--- config.mk ---
export PLATFORM = sky130hd
export DESIGN_NAME = hash_matrix_loader
export DESIGN_NICKNAME = d
export VERILOG_FILES = /design/src/rtl/hash_matrix_loader_pkg.sv /design/src/rtl/hash_matrix_loader_matrix_bank.sv /design/src/rtl/hash_matrix_loader.sv
export SDC_FILE = /design/constraint.sdc
export NUM_CORES = 1
export LEC_CHECK = 0
export ABC_CLOCK_PERIOD_IN_PS = 2500
export CORE_ASPECT_RATIO = 0.9
export CORE_UTILIZATION = 25
export DETAILED_ROUTE_END_ITERATION = 10
export GPL_TIMING_DRIVEN = 0
export PLACE_DENSITY = 0.47
export SETUP_SLACK_MARGIN = 0.15
export SYNTH_ARGS = -nofsm -noshare
export SYNTH_HDL_FRONTEND = slang
export SYNTH_SLANG_ARGS = --single-unit
--- constraint.sdc ---
create_clock -name clk_i -period 2.5 [get_ports clk_i]
set_input_delay 0.5 -clock clk_i [delete_from_list [all_inputs] [get_ports clk_i]]
set_output_delay 0.5 -clock clk_i [all_outputs]
set_load 0.03 [all_outputs]
--- src/rtl/hash_matrix_loader_pkg.sv ---
// Shared types and constants for the H3 matrix loader.
// Latency: n/a (package only).
// Backpressure: n/a (package only).
//
// Holds the matrix geometry, the power-up matrix set and the loader FSM states.
package hash_matrix_pkg;

  localparam int NUMBER_OF_TABLES = 4;
  localparam int HASH_ADR_WIDTH   = 5;
  localparam int KEY_WIDTH        = 16;

  localparam int TBL_CNT_W = (NUMBER_OF_TABLES > 1) ? $clog2(NUMBER_OF_TABLES) : 1;
  localparam int ROW_CNT_W = (HASH_ADR_WIDTH > 1) ? $clog2(HASH_ADR_WIDTH) : 1;
  localparam int MATRIX_W  = NUMBER_OF_TABLES * HASH_ADR_WIDTH * KEY_WIDTH;

  typedef logic [KEY_WIDTH-1:0] row_t;
  typedef row_t matrix_set_t [NUMBER_OF_TABLES][HASH_ADR_WIDTH];

  // Matrix set used out of reset, before any host reconfiguration.
  localparam matrix_set_t DEFAULT_Q_MATRIX = '{
    '{16'h9e37, 16'h79b9, 16'h7f4a, 16'h7c15, 16'hf39c},
    '{16'hc6a4, 16'ha793, 16'h5d58, 16'h8b3c, 16'h1f12},
    '{16'h2545, 16'hf491, 16'h4f6c, 16'hdd1d, 16'h6a09},
    '{16'hbb67, 16'hae85, 16'h3c6e, 16'hf372, 16'ha54f}
  };

  typedef enum logic [1:0] {
    IDLE      = 2'd0,
    LOAD      = 2'd1,
    WAIT_IDLE = 2'd2,
    COMMIT    = 2'd3
  } loader_state_t;

  // Bit offset of row r of table t in the flat matrix bus.
  function automatic int row_offset(input int t, input int r);
    return (t * HASH_ADR_WIDTH + r) * KEY_WIDTH;
  endfunction

endpackage

--- src/rtl/hash_matrix_loader_matrix_bank.sv ---
// Double-buffered matrix storage: shadow bank written row by row, active bank copied whole.
// Latency: row write and shadow->active copy both take effect on the next clk_i edge.
// Backpressure: none; the write port and copy strobe are always accepted.
//
// Ports:
//   clk_i, reset_i  : clock, synchronous active-high reset (both banks -> default set)
//   we_i, wr_tbl_i, wr_row_i, wr_data_i : shadow row write port
//   copy_i          : copy the whole shadow bank into the active bank
//   matrixes_o      : flat active bank, row r of table t at row_offset(t, r)
module matrix_bank
  import hash_matrix_pkg::*;
(
  input  logic                 clk_i,
  input  logic                 reset_i,
  input  logic                 we_i,
  input  logic [TBL_CNT_W-1:0] wr_tbl_i,
  input  logic [ROW_CNT_W-1:0] wr_row_i,
  input  logic [KEY_WIDTH-1:0] wr_data_i,
  input  logic                 copy_i,
  output logic [MATRIX_W-1:0]  matrixes_o
);

  matrix_set_t shadow_q, shadow_d;
  matrix_set_t active_q, active_d;

  always_comb begin
    shadow_d = shadow_q;
    active_d = active_q;
    if (we_i) begin
      shadow_d[wr_tbl_i][wr_row_i] = wr_data_i;
    end
    // Copy takes the registered shadow; the loader never writes and copies in the same cycle.
    if (copy_i) begin
      active_d = shadow_q;
    end
  end

  always_ff @(posedge clk_i) begin
    if (reset_i) begin
      shadow_q <= DEFAULT_Q_MATRIX;
      active_q <= DEFAULT_Q_MATRIX;
    end else begin
      shadow_q <= shadow_d;
      active_q <= active_d;
    end
  end

  always_comb begin
    matrixes_o = '0;
    for (int t = 0; t < NUMBER_OF_TABLES; t++) begin
      for (int r = 0; r < HASH_ADR_WIDTH; r++) begin
        matrixes_o[row_offset(t, r) +: KEY_WIDTH] = active_q[t][r];
      end
    end
  end

endmodule

--- src/rtl/hash_matrix_loader.sv ---
// Runtime H3 matrix reconfiguration: streams a new set into a shadow bank, swaps it in when tables idle.
// Latency: last beat at edge k -> WAIT_IDLE in k+1, COMMIT (new matrixes_o, swap_done_o) in k+2 if idle.
// Backpressure: row_ready_o is high only in LOAD; WAIT_IDLE holds freeze_o until tables_idle_i.
//
// Ports:
//   clk_i, reset_i        : clock, synchronous active-high reset
//   start_i, abort_i      : begin a new load (IDLE only) / drop a partial or pending set
//   row_valid_i, row_ready_o, row_data_i : row stream, table-major then row-minor
//   tables_idle_i, freeze_o : quiesce handshake with the hashtables
//   busy_o, swap_done_o   : status, one-cycle pulse when the new set becomes active
//   matrixes_o            : flat active matrix set
module hash_matrix_loader
  import hash_matrix_pkg::*;
(
  input  logic                 clk_i,
  input  logic                 reset_i,
  input  logic                 start_i,
  input  logic                 abort_i,
  input  logic                 row_valid_i,
  output logic                 row_ready_o,
  input  logic [KEY_WIDTH-1:0] row_data_i,
  input  logic                 tables_idle_i,
  output logic                 freeze_o,
  output logic                 busy_o,
  output logic                 swap_done_o,
  output logic [MATRIX_W-1:0]  matrixes_o
);

  localparam logic [TBL_CNT_W-1:0] LAST_TBL = TBL_CNT_W'(NUMBER_OF_TABLES - 1);
  localparam logic [ROW_CNT_W-1:0] LAST_ROW = ROW_CNT_W'(HASH_ADR_WIDTH - 1);

  loader_state_t        state_q, state_d;
  logic [TBL_CNT_W-1:0] tbl_q, tbl_d;
  logic [ROW_CNT_W-1:0] row_q, row_d;
  logic                 row_ready_q, row_ready_d;
  logic                 freeze_q, freeze_d;
  logic                 busy_q, busy_d;
  logic                 swap_done_q, swap_done_d;
  logic                 bank_we;
  logic                 bank_copy;

  always_comb begin
    state_d   = state_q;
    tbl_d     = tbl_q;
    row_d     = row_q;
    bank_we   = 1'b0;
    bank_copy = 1'b0;

    case (state_q)
      IDLE: begin
        if (start_i) begin
          state_d = LOAD;
          tbl_d   = '0;
          row_d   = '0;
        end
      end
      LOAD: begin
        // Abort wins over a beat presented in the same cycle.
        if (abort_i) begin
          state_d = IDLE;
        end else if (row_valid_i && row_ready_q) begin
          bank_we = 1'b1;
          if (row_q == LAST_ROW) begin
            row_d = '0;
            if (tbl_q == LAST_TBL) begin
              state_d = WAIT_IDLE;
            end else begin
              tbl_d = tbl_q + 1'b1;
            end
          end else begin
            row_d = row_q + 1'b1;
          end
        end
      end
      WAIT_IDLE: begin
        if (abort_i) begin
          state_d = IDLE;
        end else if (tables_idle_i) begin
          state_d   = COMMIT;
          bank_copy = 1'b1;
        end
      end
      COMMIT: begin
        state_d = IDLE;
      end
      default: begin
        state_d = IDLE;
      end
    endcase

    // Outputs are decoded from the next state so they line up with state_q after the edge.
    row_ready_d = (state_d == LOAD);
    freeze_d    = (state_d == WAIT_IDLE) || (state_d == COMMIT);
    busy_d      = (state_d != IDLE);
    swap_done_d = (state_d == COMMIT);
  end

  always_ff @(posedge clk_i) begin
    if (reset_i) begin
      state_q     <= IDLE;
      tbl_q       <= '0;
      row_q       <= '0;
      row_ready_q <= 1'b0;
      freeze_q    <= 1'b0;
      busy_q      <= 1'b0;
      swap_done_q <= 1'b0;
    end else begin
      state_q     <= state_d;
      tbl_q       <= tbl_d;
      row_q       <= row_d;
      row_ready_q <= row_ready_d;
      freeze_q    <= freeze_d;
      busy_q      <= busy_d;
      swap_done_q <= swap_done_d;
    end
  end

  assign row_ready_o = row_ready_q;
  assign freeze_o    = freeze_q;
  assign busy_o      = busy_q;
  assign swap_done_o = swap_done_q;

  matrix_bank u_bank (
    .clk_i      (clk_i),
    .reset_i    (reset_i),
    .we_i       (bank_we),
    .wr_tbl_i   (tbl_q),
    .wr_row_i   (row_q),
    .wr_data_i  (row_data_i),
    .copy_i     (bank_copy),
    .matrixes_o (matrixes_o)
  );

endmodule

### After elaboration in Yosys (flattened, before gate mapping)

Index checks and enable logic that the tools add are counted.
W data, S select, Z words.

| cells by class | value |
|---|---|
| multiplexer cells | 30 |
| bitwise operators | 2 |
| reductions and logical operators | 9 |
| magnitude comparators | 4 |
| $add $sub $neg | 2 |
| equality and inequality tests | 13 |

Operators by type and width:

| operator | number |
|---|---|
| $bwmux W320 | 1 |
| $demux W80 S2 | 1 |
| $mux W80 | 1 |
| $demux W16 S3 | 1 |
| $mux W2 | 12 |
| $mux W16 | 1 |
| $mux W3 | 4 |
| $eq A2 B2 Y1 const B | 5 |
| $ne A2 B2 Y1 const B | 5 |
| $pmux W2 S4 | 1 |
| $mux W1 | 6 |
| $pmux W3 S2 | 1 |
| $reduce_and A6 Y1 | 1 |
| $eq A2 B1 Y1 const B | 2 |
| $ge A4 B4 Y1 const B | 1 |
| $lt A4 B1 Y1 const B | 1 |
| $not A3 Y4 | 1 |
| $pmux W2 S2 | 1 |
| $reduce_and A4 Y1 | 1 |
| $reduce_bool A2 Y1 | 2 |
| $add A3 B1 Y3 const B | 1 |
| $eq A3 B3 Y1 const B | 1 |
| $ge A3 B3 Y1 const B | 1 |
| $logic_and A1 B1 Y1 | 3 |
| other kinds (5) | 5 |

| word-level totals | value |
|---|---|
| output and inout port bits | 324 |
| input bits | 22 |
| flip-flop bits (word level) | 651 |

### Depth between registers and ports, before layout

Gate-level depths: netlist of the first run.

| logic depth | value |
|---|---|
| depth after elaboration | 8 |
| depth in mapped cells | 8 |

### Modules after synthesis

A second synthesis of the first run with hierarchy kept.

| second synthesis, totals | value |
|---|---|
| cell total of the unflattened synthesis | 2231 |
| area, all modules | 24100.6 um^2 |

Modules (own cells, without submodules):

| module | area each (um^2) | cells an instance | sequential area each (um^2) | instances |
|---|---|---|---|---|
| matrix_bank | 23447.5 | 2165 | 12812.3 | 1 |
| hash_matrix_loader | 653.1 | 66 | 220.2 | 1 |

### Least setup slack after synthesis of the first run

OpenSTA, ideal clock, no wires.

| path | value |
|---|---|
| kind | register -> register |
| from | register row_ready_q (netlist: row_ready_o) |
| to | register u_bank.shadow_q[222] in the netlist's numbering |
| stages on the path, launching flop included | 6 |
| setup slack | 0.528 ns |
| period minus slack after synthesis | 1.972 ns |
| arrival | 1.845 ns |
| cells stage by stage | dfxtp_1 nand3_1 nor3_4 buf_6 mux2i_1 nor2_1 |

| on the way | value |
|---|---|
| word-level cells in the longest chain between the ends | 4 |

Ends and longest elaborated chain:

| element | RTL line | RTL |
|---|---|---|
| from (decl) | hash_matrix_loader.sv:35 | `logic row_ready_q, row_ready_d;` |
| from (signal assigned) | hash_matrix_loader.sv:111 | `row_ready_q <= row_ready_d;` |
| $logic_and A1 B1 Y1 | hash_matrix_loader.sv:61 | `end else if (row_valid_i && row_ready_q) begin` |
| $mux W1 | hash_matrix_loader.sv:61 |  |
| $mux W1 | hash_matrix_loader.sv:59 | `if (abort_i) begin` |
| $mux W1 | hash_matrix_loader.sv:49 | `case (state_q)` |
| to (signal assigned) | hash_matrix_loader_matrix_bank.sv:43 | `shadow_q <= shadow_d;` |
| to (decl) | hash_matrix_loader_matrix_bank.sv:23 | `matrix_set_t shadow_q, shadow_d;` |

No other way between the ends.
A chain may end at the register's enable or synchronous reset.

### Worst setup path in the final report of the first run

| path | value |
|---|---|
| from | input port row_data_i[11] |
| to | register u_bank.shadow_q[315] in the netlist's numbering |

| on the way | value |
|---|---|
| word-level cells in the longest chain between the ends | 1 |

Ends and longest elaborated chain:

| element | RTL line | RTL |
|---|---|---|
| from (decl) | hash_matrix_loader.sv:21 | `input logic [KEY_WIDTH-1:0] row_data_i,` |
| $bwmux W320 | hash_matrix_loader_matrix_bank.sv:30 | `shadow_d[wr_tbl_i][wr_row_i] = wr_data_i;` |

No other way between the ends.

==> out/metrics.cfg, run 1 <==
[grt]
grt_pass1_wl_um = 130000
grt_overflow = 0
grt_max_degree = 14
grt_pass1_vias = 19000
grt_use_total_pct = 19.3
antenna_found_initial = 4

[route]
routed_wl_um = 92000
drt_first_pass_iters = 5
viasPerCell = 4.50
drt_iter0_drc = 1383
ant_nets = 0
vias = 19800
drc_errors = 0
wl_per_cell_um = 20.9

[timing]
fin_skew_ns = 0.0232
worst_pin_slew_ns = 1.41
fin_crit_ns = 2.31
final_hold_viol_count = 0
drv_slew = 0
rsz0062_at_grt = no
clock.fmax_mhz = 434
slew_headroom_pct = 6.03
setup_violations = 0
fin_crit_sh_pct = 92.2
tns_ns = 0

[synthesis]
synth_top_area_cell = dfxtp_1
synthMuxAreaShare_pct = 3.10
synth_warnings = 0
synth_compound_gate_area_share_pct = 8.95
synth_edf_count = 0
syn_inst = 2672
syn_area_mm2 = 0.0230
syn-num-nets = 2700
netlist_top_cells_count = nand2_1 (802), dfxtp_1 (650), a21oi_1 (403)
synth-main-ff-cell = dfxtp_1
synthSimpleGateAreaFrac_pct = 26.5
synth-adder-area-share_pct = 0.326
synth.most_common_cell = nand2_1
ys_seq_area_share_pct = 56.6
synth_seq_cells = 650
ys_types = 34
synth-async-reset-ratio_pct = 0
synth_top_family_by_area = simple AND/OR/NAND/NOR gates
synth-xor-area-share_pct = 0
synth_top_area_share_pct = 56.6
syn_area_per_cell_um2 = 8.61
synthTopCellsByArea = dfxtp_1 (57%), nand2_1 (13%), a21oi_1 (8.8%)

[clock_tree]
clock-sinks = 650
cts_made_buffers = 74
cts_tree = built
h-tree-depth = 3
cts_root_buf = clkbuf_16
clk_latency_ns = 0.62
clk_pin_slew_worst_paths_ns = 0.06
clock_path_buffers = 3

[final_layout]
fillers = 9734
drive_above_1_share_pct = 8.57
area_delta_synth_final_pct = 34.1
nNetsFinal = 3134
final_area_mm2 = 0.0308
final_util_pct = 33.8
instances_no_fill = 4396

[placement]
gp_congestion = 0.791
dp_hpwl_um = 65800
placed_area_mm2 = 0.0280
port_buffers = 334
place_inst = 4240

[die]
io-pin-count = 346
initial_core_util_pct = 25.2
die-area_mm2 = 0.0932
die_w_um = 322
core_mm2 = 0.0912
dieHeight_um = 290
rows = 105

[power_and_ir_drop]
leakagePower_nw = 11.5
power.density_mw_per_mm2 = 732
ir_drop_uv = 473
finalPower_mw = 22.6

[run]
maxCapViolations = 0

[setup_path]
critPathSlowestCell = clkbuf_1
required_ns = 2.93
path_max_fanout = 10
cp.buffers_inverters = 2
cpPeakStageDelay_ns = 1.02
path_cells = clkbuf_1 > nor2_1 > clkbuf_1 > a21oi_1
crit_top_cell = clkbuf_1
crit_type = in -> reg
end_kind = flop
r2r_start = freeze_o
critPathTopFamily = buffers and inverters
critPathLaunch = row_data_i[11]
arrival_ns = 2.74
cp-start-kind = input port

[worst_hold_path]
min_path_type = in -> reg
hp-start = row_data_i[8]

[run_status]
status = finished clean

==> layer usage <==
layer / up-vias / GRT usage (%) / wire, µm
li1: 9702 / - / -
met1: 9498 / 26.8 / 43900
met2: 488 / 30.3 / 41000
met3: 110 / 3.80 / 5090
met4: 2 / 4.95 / 2000
met5: - / 0 / 13
==> repair_timing <==
action / 4_1_cts / 5_1_grt
setup buffers: 6 / 14
resized for setup: 19 / 18
endpoints found under the setup margin: 361 / 396
pin swaps: 4 / 9
hold buffers: 0 / 0
==> path summary, 6_finish.rpt <==
kind | slack, ns | end | cells past startpoint
worst min-delay path | 0.37 | u_bank.shadow_q[136] | 3
worst max register to register | 0.31 | swap_done_o | 6
worst max-delay path | 0.19 | u_bank.shadow_q[315] | 4
worst min register to register | 0.44 | u_bank.matrixes_o[309] | 2
==> kinds of logic (layout without fill, tap and decap cells) <==
family	count (synthesis)	after routing
flops	650	650
other cells	0	3
mux	71	71
fa+ha+maj	6	6
simple gates	1303	1303
compound gates	409	409
buf+inv	233	724
==> power by group <==
| part | internal (mW) | leakage, nW | switching, mW | total [mW] |
|---|---|---|---|---|
| sequential | 10.4 | 5.25 | 0.00894 | 10.4 |
| clock | 6.98 | 1.27 | 4.57 | 11.6 |
| combinational | 0.139 | 4.96 | 0.513 | 0.652 |
| total | 17.5 | 11.5 | 5.09 | 22.6 |
==> through the flow <==
stage	hold WS, ns	setup slack (ns)
after CTS	0.327	0.144
after global routing	0.365	0.151
after detailed placement	0.444	-0.863
after floorplan	0.431	0.528
after global placement	0.439	-0.841
final	0.371	0.194
==> cell usage in the layout (no fill, tap or decap), types with 4 or more instances in the layout <==
master             n
dfxtp_1          650
nand2_1          802
clkinv_2          10
nor2b_1            5
inv_1              5
clkbuf_16         77
buf_1              4
clkbuf_4           5
clkbuf_1         137
nor3_1           177
or3_1              6
dlygate4sd2_1      5
buf_2             68
buf_12             6
clkbuf_8          21
buf_6             10
nor3_4            17
nor2_2             5
or3b_1             4
ha_1               6
buf_4             22
nand3b_1         175
nand3_1           10
nand2b_1           5
clkdlybuf4s50_1  326
clkbuf_2           7
a21oi_1          403
bufinv_16          7
mux2i_1           69
nor2_1            85
==> final cells by class <==
class / count / area [µm²] / share of cell area, %
inverter: 5 / 18.8 / 0.0608
multi-input combinational: 1789 / 8970 / 29.1
tap: 1230 / 1540 / 4.99
clock inverter: 24 / 318 / 1.03
sequential: 650 / 13000 / 42.2
timing repair buffer: 358 / 3650 / 11.8
buffer: 228 / 1070 / 3.48
antenna: 3 / 7.51 / 0.0243
clock buffer: 109 / 2260 / 7.32
==> worst reg2reg max path, cell delays in order, from the launching register on <==
cell,delay [ns]
dfxtp_1,0.33
clkbuf_2,0.19
nor2b_1,0.19
nand2_1,0.32
clkbuf_4,0.40
clkbuf_1,0.47
nor2_2,0.14
==> registers in the layout (all words and copies together), names as in the netlist <==
register           count
state_q                1
u_bank.matrixes_o    320
busy_o                 1
swap_done_o            1
u_bank.shadow_q      320
tbl_q                  2
row_ready_o            1
row_q                  3
freeze_o               1
Power figures use the tool's default switching activity.
==> run 2, diff against run 1 <==
Settings changed: CORE_ASPECT_RATIO 0.9 to 1.25.
==> out/metrics.cfg, run 2 (synthesis gave the netlist of run 1 again) <==
[timing]
clock.fmax_mhz = 438
worst_pin_slew_ns = 1.45
setup_ws_ns = 0.216
slew_headroom_pct = 3.15
fin_crit_ns = 2.28
setup_violations = 0
tns_ns = 0
drv_slew = 0
fin_skew_ns = 0.0177
final_hold_viol_count = 0
fin_crit_sh_pct = 91.4
rsz0062_at_grt = yes

[clock_tree]
clock-sinks = 650
cts_root_buf = clkbuf_16
clock_path_buffers = 3
clk_latency_ns = 0.62
h-tree-depth = 3
clk_pin_slew_worst_paths_ns = 0.06
cts_made_buffers = 72
cts_tree = built

[die]
core_mm2 = 0.0914
io-pin-count = 346
initial_core_util_pct = 25.2
rows = 124
die-area_mm2 = 0.0933
dieHeight_um = 341
die_w_um = 273

[setup_path]
crit_type = in -> reg
arrival_ns = 2.73
cp-start-kind = input port
end_kind = flop
required_ns = 2.95
path_max_fanout = 10

[final_layout]
instances_no_fill = 4364
layout_commonest_cell = nand2_1
drive_above_1_share_pct = 8.53
final_cell_mix = nand2_1 (802), dfxtp_1 (650), a21oi_1 (403), clkdlybuf4s50_1 (328), nor3_1 (177)
nNetsFinal = 3138
final_area_mm2 = 0.0307
final_util_pct = 33.6
area_delta_synth_final_pct = 33.4

[placement]
place_inst = 4208
gp_congestion = 0.785
pre_cts_ws_ns = -0.902
port_buffers = 334
dp_hpwl_um = 66400
placed_area_mm2 = 0.0279

[run]
maxCapViolations = 0

[route]
ant_nets = 0
routed_wl_um = 92100
drt_iter0_drc = 1134
drc_errors = 0
vias = 19800
viasPerCell = 4.53
drt_first_pass_iters = 5
wl_per_cell_um = 21.1

[run_status]
status = finished clean

[grt]
grt_pass1_vias = 19400
grt_max_degree = 14
grt_overflow = 0
grt_pass1_wl_um = 132000
grt_use_total_pct = 19.4
antenna_found_initial = 5

[worst_hold_path]
min_path_type = in -> reg

[power_and_ir_drop]
ir_drop_uv = 348
leakagePower_nw = 11.5
power.density_mw_per_mm2 = 711

==> run 2: cell types whose count changed in the layout (fill, tap and decap cells not counted), moves of 2 or more <==
cell / change
buf_12: +3
buf_4: +3
bufinv_16: -5
clkbuf_2: +4
clkbuf_8: -4
clkdlybuf4s50_1: +2
dlygate4sd2_1: -3
nor2_1: +2
nor2_2: -2
nor3_2: -2
nor3_4: +2
==> run 2: final timing paths <==
check,start,endpoint,slack [ns],cells past startpoint
worst max register to register,tbl_q[1],u_bank.shadow_q[66],0.24,5
worst max-delay path,abort_i,u_bank.shadow_q[66],0.22,6
worst min register to register,u_bank.shadow_q[183],u_bank.matrixes_o[135],0.45,2
worst min-delay path,row_data_i[8],u_bank.shadow_q[264],0.36,3
==> run 2: metrics by stage <==
stage / hold slack (ns) / power, mW
floorplan: 0.431 / 10.9
global placement: 0.439 / 11.3
detailed placement: 0.443 / 11.3
CTS: 0.347 / 22.1
global route: 0.348 / 22.6
finish: 0.363 / 21.8
==> run 2: worst max-delay path, cell delays in order <==
cell	delay (ns)
clkdlybuf4s50_1	0.55
nand4b_1	0.27
buf_2	0.31
nor3_4	0.70
buf_4	0.31
a21oi_1	0.09
==> run 2: area by class of cell <==
class                      count  area, µm²
tap                         1197       1500
inverter                       5       18.8
multi-input combinational   1789       8970
clock buffer                 109       2200
fill                        9677      60700
timing repair buffer         364       3730
antenna                        2       5.00
clock inverter                20        183
sequential                   650      13000
buffer                       228       1080
==> run 2: timing repair <==
item	CTS	global route
resized for setup	14	31
endpoints found under the setup margin	361	353
hold endpoints to repair	0	0
hold buffers	0	0
pin swaps	5	8
buffers inserted	12	13
==> run 2: power by group <==
part	leakage, nW	internal, mW	total [mW]	switching (mW)
logic	5.11	0.137	0.643	0.505
clock network	1.17	6.29	10.8	4.51
registers	5.25	10.4	10.4	0.00814
total	11.5	16.8	21.8	5.02
==> run 2: metal layers <==
layer  part of all wire, %  global-route usage [%]
met3                   5.2                    3.71
met5                 0.059                       0
met4                   2.9                    6.54
met2                    48                    32.5
met1                    44                    24.7
==> run 3, diff against run 2 <==
Settings changed: ABC_AREA from default to 1, CTS_BUF_LIST from default to sky130_fd_sc_hd__clkbuf_2.
==> out/metrics.cfg, run 3 <==
[timing]
clock.fmax_mhz = 410
setup_violations = 0
fin_skew_ns = 0.0947
fin_crit_sh_pct = 97.5
fin_crit_ns = 2.44
slew_headroom_pct = 2.41
worst_pin_slew_ns = 1.46
drv_slew = 0
final_hold_viol_count = 0
rsz0062_at_grt = yes

[final_layout]
multi_input_area_mm2 = 0.00916
area_delta_synth_final_pct = 32.2
final_util_pct = 33.4
nNetsFinal = 3549
final_area_mm2 = 0.0311
drive_above_1_share_pct = 30.8
instances_no_fill = 4842
final_cell_mix = nand2_1 (752), nand3_1 (614), buf_6 (334), dfxtp_1 (326), nor2_1 (307)
seqCellArea_mm2 = 0.0135
layout_commonest_cell = nand2_1
fillers = 10200

[route]
wl_per_cell_um = 20.1
drt_first_pass_iters = 5
ant_nets = 0
routed_wl_um = 97500
viasPerCell = 4.57
vias = 22100
drc_errors = 0
drt_iter0_drc = 1440

[die]
die-area_mm2 = 0.0954
io-pin-count = 346
core_mm2 = 0.0931
rows = 125
dieHeight_um = 345
die_w_um = 277
initial_core_util_pct = 25.3

[placement]
place_inst = 4517
gp_congestion = 0.830
dp_hpwl_um = 69600
placed_area_mm2 = 0.0283
port_buffers = 328

[grt]
grt_use_total_pct = 20.2
grt_overflow = 0
antenna_found_initial = 8
grt_max_degree = 17
grt_pass1_vias = 22100
grt_pass1_wl_um = 143000

[synthesis]
ys_types = 26
syn_area_per_cell_um2 = 7.89
syn-num-nets = 3011
synth-async-reset-ratio_pct = 0
syn_inst = 2983
synthTopCellsByArea = dfxtp_1 (55%), nand3_1 (13%), nand2_1 (12%)
netlist_top_cells_count = nand2_1 (752), dfxtp_1 (650), nand3_1 (614)
synth_top_area_cell = dfxtp_1
syn_area_mm2 = 0.0235
synth_seq_cells = 650
synth-main-ff-cell = dfxtp_1
synth_edf_count = 0
synth.most_common_cell = nand2_1
synth_warnings = 0
ys_seq_area_share_pct = 55.3
synth_top_area_share_pct = 55.3

[power_and_ir_drop]
switchingPower_mw = 5.15
p_sw_share_pct = 27.7
pwr-share-clk_pct = 40.4
power.density_mw_per_mm2 = 598
sequentialPowerShare_pct = 55.5
power.internal_mw = 13.5
leakagePower_nw = 14.2
combPwrFrac_pct = 4.1
ir_drop_uv = 220
finalPower_mw = 18.6

[setup_path]
critPathSlowestCell = dfxtp_4
crit_type = reg -> out
rrSetupSlack_ns = 0.19
path_max_fanout = 2
cpPeakStageDelay_ns = 0.42
arrival_ns = 1.94
path_cells = buf_6
required_ns = 2.00
critPathTopFamily = flip-flops
cp.buffers_inverters = 1
end_kind = primary output
cp-start-kind = flop

[clock_tree]
clock_path_buffers = 3
cts_tree = built
clk_latency_ns = 1.41
clk_pin_slew_worst_paths_ns = 0.10
cts_made_buffers = 169
cts_root_buf = clkbuf_2
clock-sinks = 650
h-tree-depth = 4

[worst_hold_path]
min_path_type = in -> reg

[run_status]
status = finished clean

[run]
maxCapViolations = 0

-- run 3: cell count changes in the layout (fill, tap and decap cells not counted), sizes merged, moves of 21 or more --
cell           before  now
a21oi             403  144
buf               121  456
clkbuf            246  386
clkdlybuf4s50     328    4
dlygate4sd3         0   21
inv                 8   64
mux2i              69    0
nand2             802  774
nand3              10  619
nand3b            175    6
nor2               90  330
nor3              197    4
o21ai               1  149
-- run 3: final timing paths --
path                            endpoint  depth (start not counted)                   start
setup / recovery         matrixes_o[170]                          1  u_bank.matrixes_o[170]
hold / removal      u_bank.shadow_q[158]                          4                 reset_i
setup reg to reg    u_bank.shadow_q[255]                          7                row_q[0]
hold reg to reg   u_bank.matrixes_o[254]                          2     u_bank.shadow_q[78]
-- run 3: logic make-up after synthesis --
| group | count (synthesis) | share of synthesized area, % |
|---|---|---|
| and+or+nand+nor | 1734 | 32.3 |
| buffers and inverters | 299 | 5.83 |
| DFF | 650 | 55.3 |
| adders and majority gates | 6 | 0.319 |
| AOI/OAI and AO/OA | 294 | 6.25 |
-- run 3: cell type report --
type,count,area share (%)
repair buffers,367,13.0
plain buffers,239,3.67
clock inverters,19,0.539
flip-flops and latches,650,43.5
inverters,60,0.756
multi-input cells,2034,29.4
well taps,1206,4.85
clock buffers,261,4.20
diodes,6,0.0482
-- run 3: metrics by stage --
stage | hold slack [ns] | setup TNS [ns] | setup WS, ns
2_1_floorplan | 0.429 | 0 | 0.863
3_3_place_gp | 0.438 | -162.75 | -0.608
3_5_place_dp | 0.443 | -156.07 | -0.595
4_1_cts | 0.0625 | -23.97 | -0.151
5_1_grt | 0.157 | -13.61 | -0.115
6_report | 0.293 | 0 | 0.0625
-- run 3: timing repair --
action,in CTS,in global routing
pin swaps,1,0
resized for setup,2636,6
setup buffers,11,7
hold buffers,21,0
endpoints found under the hold margin,254,0
endpoints found under the setup margin,328,324
-- run 3: metal layers --
metal	GRT usage, %	share of wire, %
met1	24.8	43
met2	34.2	48
met3	4.36	5.3
met4	7.75	2.9
met5	0	0
-- run 3: power groups by stage --
stage / sequential, mW / combinational, mW / clock, mW
final: 10.3 / 0.764 / 7.52
after floorplan: 10.6 / 0.366 / 0
after CTS: 10.3 / 0.774 / 7.83
after global routing: 10.3 / 0.806 / 8.33
after detailed placement: 10.6 / 0.738 / 0
after global placement: 10.6 / 0.740 / 0
